==> config.mk <==
export PLATFORM = sky130hd
export DESIGN_NAME = id_stage
export DESIGN_NICKNAME = d
export VERILOG_FILES = /design/src/rtl/id_stage.sv
export SDC_FILE = /design/constraint.sdc
export NUM_CORES = 1
export LEC_CHECK = 0
export CAP_MARGIN = 30
export CELL_PAD_IN_SITES_DETAIL_PLACEMENT = 1
export CELL_PAD_IN_SITES_GLOBAL_PLACEMENT = 2
export CORE_MARGIN = 4
export CORE_UTILIZATION = 18
export DETAILED_ROUTE_END_ITERATION = 12
export PLACE_DENSITY = 0.92
export SYNTH_ARGS = -nofsm -noshare
export SYNTH_HDL_FRONTEND = slang
export SYNTH_SLANG_ARGS = --single-unit
==> constraint.sdc <==
create_clock -name clk -period 2.9 [get_ports clk]
set_input_delay 0.58 -clock clk [delete_from_list [all_inputs] [get_ports clk]]
set_output_delay 0.58 -clock clk [all_outputs]
set_load 0.02 [all_outputs]
==> src/rtl/id_stage.sv <==
// MIPS32 decode stage with ID/EX pipeline register (logic, shift, logic-immediate, LUI).
// Define ID_FORWARD_EN to forward EX/MEM results; otherwise operand hazards stall.
module id_stage (
    input  logic        clk,
    input  logic        rst,
    input  logic        inst_valid_i,
    input  logic [31:0] inst_i,
    output logic        inst_ready_o,
    input  logic        flush_i,
    input  logic        stall_i,
    output logic        re1_o,
    output logic        re2_o,
    output logic [4:0]  raddr1_o,
    output logic [4:0]  raddr2_o,
    input  logic [31:0] rdata1_i,
    input  logic [31:0] rdata2_i,
    input  logic        ex_wreg_i,
    input  logic [4:0]  ex_wd_i,
    input  logic [31:0] ex_wdata_i,
    input  logic        mem_wreg_i,
    input  logic [4:0]  mem_wd_i,
    input  logic [31:0] mem_wdata_i,
    output logic        valid_o,
    output logic [7:0]  aluop_o,
    output logic [2:0]  alusel_o,
    output logic [31:0] reg1_o,
    output logic [31:0] reg2_o,
    output logic [4:0]  wd_o,
    output logic        wreg_o,
    output logic        stallreq_o
);

    localparam logic [7:0] ALU_OR  = 8'b00100101;
    localparam logic [7:0] ALU_AND = 8'b00100100;
    localparam logic [7:0] ALU_XOR = 8'b00100110;
    localparam logic [7:0] ALU_SLL = 8'b01111100;
    localparam logic [7:0] ALU_SRL = 8'b00000010;
    localparam logic [7:0] ALU_SRA = 8'b00000011;
    localparam logic [7:0] ALU_NOP = 8'b00000000;

    localparam logic [2:0] SEL_NOP   = 3'b000;
    localparam logic [2:0] SEL_LOGIC = 3'b001;
    localparam logic [2:0] SEL_SHIFT = 3'b010;

    localparam logic [5:0] OP_SPECIAL = 6'b000000;
    localparam logic [5:0] OP_ANDI    = 6'b001100;
    localparam logic [5:0] OP_ORI     = 6'b001101;
    localparam logic [5:0] OP_XORI    = 6'b001110;
    localparam logic [5:0] OP_LUI     = 6'b001111;

    typedef struct packed {
        logic        valid;
        logic [7:0]  aluop;
        logic [2:0]  alusel;
        logic [31:0] reg1;
        logic [31:0] reg2;
        logic [4:0]  wd;
        logic        wreg;
    } idex_t;

    logic [5:0]  op, funct;
    logic [4:0]  rs, rt, rd, shamt;
    logic [15:0] imm;

    assign op    = inst_i[31:26];
    assign rs    = inst_i[25:21];
    assign rt    = inst_i[20:16];
    assign rd    = inst_i[15:11];
    assign shamt = inst_i[10:6];
    assign funct = inst_i[5:0];
    assign imm   = inst_i[15:0];

    logic        re1, re2, known;
    logic [31:0] imm1, imm2;
    logic [7:0]  dec_aluop;
    logic [2:0]  dec_alusel;
    logic [4:0]  dec_wd;

    // NOTE: every combinational output gets a default first, so no path leaves it unassigned (no latch).
    always_comb begin
        re1        = 1'b0;
        re2        = 1'b0;
        known      = 1'b0;
        imm1       = 32'h0;
        imm2       = 32'h0;
        dec_aluop  = ALU_NOP;
        dec_alusel = SEL_NOP;
        dec_wd     = 5'd0;
        case (op)
            OP_SPECIAL: begin
                case (funct)
                    6'b100100, 6'b100101, 6'b100110, 6'b100111: begin
                        re1 = 1'b1; re2 = 1'b1; known = 1'b1;
                        dec_aluop = {2'b00, funct}; dec_alusel = SEL_LOGIC; dec_wd = rd;
                    end
                    6'b000000, 6'b000010, 6'b000011: begin
                        re2 = 1'b1; known = 1'b1;
                        imm1 = {27'h0, shamt};
                        dec_aluop = (funct == 6'b000000) ? ALU_SLL :
                                    (funct == 6'b000010) ? ALU_SRL : ALU_SRA;
                        dec_alusel = SEL_SHIFT; dec_wd = rd;
                    end
                    default: ;
                endcase
            end
            OP_ANDI, OP_ORI, OP_XORI: begin
                re1 = 1'b1; known = 1'b1;
                imm2 = {16'h0, imm};
                dec_aluop = (op == OP_ANDI) ? ALU_AND : (op == OP_ORI) ? ALU_OR : ALU_XOR;
                dec_alusel = SEL_LOGIC; dec_wd = rt;
            end
            OP_LUI: begin
                known = 1'b1;
                imm2 = {imm, 16'h0};
                dec_aluop = ALU_OR; dec_alusel = SEL_LOGIC; dec_wd = rt;
            end
            default: ;
        endcase
    end

    function automatic logic [31:0] select_operand(
        input logic        re,
        input logic [4:0]  addr,
        input logic [31:0] rdata,
        input logic [31:0] imm_val,
        input logic        ex_wreg,
        input logic [4:0]  ex_wd,
        input logic [31:0] ex_wdata,
        input logic        mem_wreg,
        input logic [4:0]  mem_wd,
        input logic [31:0] mem_wdata
    );
        if (!re)                              return imm_val;
        if (addr == 5'd0)                     return 32'h0;
        if (ex_wreg && ex_wd == addr)         return ex_wdata;
        if (mem_wreg && mem_wd == addr)       return mem_wdata;
        return rdata;
    endfunction

    logic        hazard;
    logic [31:0] op1, op2;

`ifdef ID_FORWARD_EN
    assign op1    = select_operand(re1, rs, rdata1_i, imm1, ex_wreg_i, ex_wd_i, ex_wdata_i,
                                   mem_wreg_i, mem_wd_i, mem_wdata_i);
    assign op2    = select_operand(re2, rt, rdata2_i, imm2, ex_wreg_i, ex_wd_i, ex_wdata_i,
                                   mem_wreg_i, mem_wd_i, mem_wdata_i);
    assign hazard = 1'b0;
`else
    logic hit1, hit2;
    logic unused_fwd_data;

    // Buses are only compared here; forwarding disabled means the result must reach the regfile first.
    assign op1  = select_operand(re1, rs, rdata1_i, imm1, 1'b0, 5'd0, 32'h0, 1'b0, 5'd0, 32'h0);
    assign op2  = select_operand(re2, rt, rdata2_i, imm2, 1'b0, 5'd0, 32'h0, 1'b0, 5'd0, 32'h0);
    assign hit1 = re1 && (rs != 5'd0) &&
                  ((ex_wreg_i && ex_wd_i == rs) || (mem_wreg_i && mem_wd_i == rs));
    assign hit2 = re2 && (rt != 5'd0) &&
                  ((ex_wreg_i && ex_wd_i == rt) || (mem_wreg_i && mem_wd_i == rt));
    assign hazard = inst_valid_i && (hit1 || hit2);
    assign unused_fwd_data = ^{ex_wdata_i, mem_wdata_i};
`endif

    assign re1_o        = re1;
    assign re2_o        = re2;
    assign raddr1_o     = rs;
    assign raddr2_o     = rt;
    assign stallreq_o   = hazard;
    assign inst_ready_o = !rst && !stall_i && !flush_i && !hazard;

    logic  accept;
    idex_t dec, idex;

    assign accept = inst_valid_i && inst_ready_o;

    always_comb begin
        dec        = '0;
        dec.valid  = 1'b1;
        dec.aluop  = dec_aluop;
        dec.alusel = dec_alusel;
        dec.reg1   = op1;
        dec.reg2   = op2;
        dec.wd     = dec_wd;
        dec.wreg   = known && (dec_wd != 5'd0);
    end

    // NOTE: state registers use non-blocking assignments so all flops update together at the edge.
    always_ff @(posedge clk) begin
        if (rst || flush_i) idex <= '0;
        else if (stall_i)   idex <= idex;
        else if (accept)    idex <= dec;
        else                idex <= '0;
    end

    assign valid_o  = idex.valid;
    assign aluop_o  = idex.aluop;
    assign alusel_o = idex.alusel;
    assign reg1_o   = idex.reg1;
    assign reg2_o   = idex.reg2;
    assign wd_o     = idex.wd;
    assign wreg_o   = idex.wreg;

endmodule

==> impl_metrics.json <==
{
  "final_max_slew_viol_count": 0,
  "cp-end-kind": "output pin",
  "fp.dieW_um": 146.3,
  "syn-cell-area_sq_um": 3443,
  "drc": 0,
  "finalPower_mw": 2.798,
  "vdd_ir_drop_max_uv": 256.4,
  "finClkSkew_ns": 0,
  "diodes": 0,
  "r2r-end": "reg1_o[18]",
  "place_congestion": 0.8045,
  "r2r_cells": 1,
  "worstSetupPathType": "input port to output pin",
  "synth-main-ff-cell": "dfxtp_1",
  "synth_top_family_by_area": "compound AO/OA/AOI/OAI gates",
  "die_area_sq_um": 21410,
  "core_sq_um": 18770,
  "layout_commonest_cell": "clkdlybuf4s50_1",
  "finalCriticalPeriod_ns": 2.813,
  "clk_pin_slew_ns": 0.06,
  "nFillCells": 2158,
  "ff2ff_setup_slack_ns": 2.26,
  "numPortBuffers": 206,
  "hold_class": "flop to flop",
  "p_per_area_nw_per_um2": 436.6,
  "avgRoutedWirePerCell_um": 18.21,
  "period_share_pct": 97.01,
  "slowest_stage": "clkdlybuf4s50_1",
  "synth-seq-cells": 80,
  "cts.htree.levels": 3,
  "cts_buffers": 9,
  "row_count": 50,
  "whs_ns": 0.4401,
  "placedCellCount": 827,
  "path_cells": "clkdlybuf4s50_1, nor4_4, a32o_2, o21ai_2, o22ai_2, and2_1, buf_4",
  "hold_buffers": 0,
  "grt_max_degree": 81,
  "viasPerCell": 4.441,
  "nets": 782,
  "critPathMaxFanout": 3,
  "grt_use_total_pct": 14.15,
  "final_cell_mix": "197 x clkdlybuf4s50_1, 80 x dfxtp_1, 61 x nand2_1",
  "start_kind": "input port",
  "cts_sinks": 80,
  "cts_buffer_depth": 2,
  "synth-xor-area-share_pct": 5.087,
  "status": "finished clean",
  "vias": 3744,
  "detail-route-antenna-nets": 0,
  "startpoint": "inst_i[28]",
  "synth_adder_area_share_pct": 0,
  "final_core_util_pct": 34.14,
  "area_delta_synth_final_pct": 86.08,
  "slowest_delay_ns": 0.49,
  "yosys_warnings": 0,
  "synthSimpleGateAreaFrac_pct": 13.05,
  "routed_wl_mm": 15.35,
  "antenna_found_initial": 0,
  "grt_pass1_vias": 3929,
  "final_hold_viol_count": 0,
  "cts_tree": "done",
  "start_util_pct": 18.35,
  "drive_gt1_share_pct": 14.12,
  "maxCapViolations": 0,
  "synth_edf_count": 0,
  "synthCells": 373,
  "fmax_ghz": 0.3555,
  "synthMuxAreaShare_pct": 0,
  "gr-total-overflow": 0,
  "ys_seq_area_share_pct": 46.51,
  "die_h_um": 146.3,
  "crit_required_ns": 2.32,
  "dr.pass1.iters": 4,
  "syn_area_per_cell_sq_um": 9.231,
  "r2r_start": "reg1_o[18]",
  "final_cells": 843,
  "clockRootBuffer": "clkbuf_16",
  "pin_count": 273,
  "synthArstFlopShare_pct": 0,
  "setup_viol_count_final": 0,
  "cp-endpoint": "stallreq_o",
  "leakagePower_nw": 2.304,
  "critPathArrivalTime_ns": 2.23,
  "dp_hpwl_mm": 11.99,
  "synth_compound_area_share_pct": 28.60,
  "grt_pass1_wl_mm": 23.58,
  "first_iter_violations": 117,
  "worstSkewPairLatency_ns": 0.33,
  "synth_cell_types": 44
}
## kinds of logic (layout without fill, tap and decap cells)
kind of cell,Yosys count,after routing
compound gates,139,139
xor+xnor,20,20
buf+inv,40,275
flops,80,80
other cells,1,2
simple gates,93,93
## metal layers
metal / up-vias / global-route usage [%] / routed length [um]
met5: - / 0 / 0
met4: 0 / 5.409 / 487
met3: 31 / 4.718 / 1108
met2: 151 / 23.22 / 7233
met1: 1752 / 17.21 / 6524
li1: 1810 / - / -
## worst min-delay path by stage
| stage | slack, ns | to | from | depth (start not counted) |
|---|---|---|---|---|
| CTS | 0.44 | valid_o | valid_o | 2 |
| detailed placement | 0.43 | valid_o | valid_o | 2 |
| floorplan | 0.52 | valid_o | valid_o | 2 |
| global placement | 0.43 | valid_o | valid_o | 2 |
| finish | 0.44 | valid_o | valid_o | 2 |
| global route | 0.48 | valid_o | valid_o | 2 |
## Yosys cell counts (4+ instances only)
master    number  area [sq um]
dfxtp_1       80          1602
nand2_1       61         229.0
a22oi_1       44         330.3
o21ai_0       30         150.1
a22o_1        27         236.5
o21ai_1       20         100.1
xor2_1        16         140.1
clkbuf_1      13         48.80
buf_4         12         90.09
buf_2          9         45.04
nor2_1         6         22.52
and2_1         5         31.28
a21oi_1        4         20.02
nor4_1         4         25.02
o31ai_1        4         30.03
xnor2_1        4         35.03
## area by class of cell
class | instances | area [sq um] | area share, %
Inverter | 2 | 7.507 | 0.1172
Multi-Input combinational cell | 254 | 1649 | 25.74
Tap cell | 234 | 292.8 | 4.569
Clock inverter | 5 | 103.9 | 1.621
Sequential cell | 80 | 1602 | 25.00
Timing Repair Buffer | 258 | 2514 | 39.23
Clock buffer | 10 | 239.0 | 3.730
## what timing repair did
| action | in CTS | in global routing |
|---|---|---|
| setup endpoints to repair | 4 | 3 |
| resized for setup | 13 | 10 |
| cloned | 0 | 0 |
| pin swaps | 2 | 7 |
| setup buffers | 0 | 1 |
| endpoints found under the hold margin | 0 | 0 |
## registers in the layout, indices dropped and copies added (netlist names)
| name | cells |
|---|---|
| aluop_o | 7 |
| wreg_o | 1 |
| valid_o | 1 |
| wd_o | 5 |
| reg1_o | 32 |
| alusel_o | 2 |
| reg2_o | 32 |
## stage by stage
| step | setup WS (ns) | TNS [ns] | cell area, sq um |
|---|---|---|---|
| 3_3_place_gp | -0.5051 | -1.356 | 6031 |
| 2_1_floorplan | 0.3866 | 0 | 3447 |
| 4_1_cts | 0.01556 | 0 | 6374 |
| 6_report | 0.08667 | 0 | 6407 |
| 3_5_place_dp | -0.4805 | -1.286 | 6031 |
| 5_1_grt | -0.005134 | -0.005134 | 6407 |
## worst max-delay path, delay by kind of cell
| kind | cells | cell delay, ns |
|---|---|---|
| buffers and inverters | 2 | 0.62 |
| and+or+nand+nor | 2 | 0.49 |
| AOI/OAI and AO/OA | 3 | 0.53 |
## where the power goes
part	switching, mW	total, mW	internal (mW)
Clock	0.474	1.34	0.862
Combinational	0.147	0.360	0.213
Sequential	0.00109	1.10	1.10
Power figures use the tool's default switching activity.
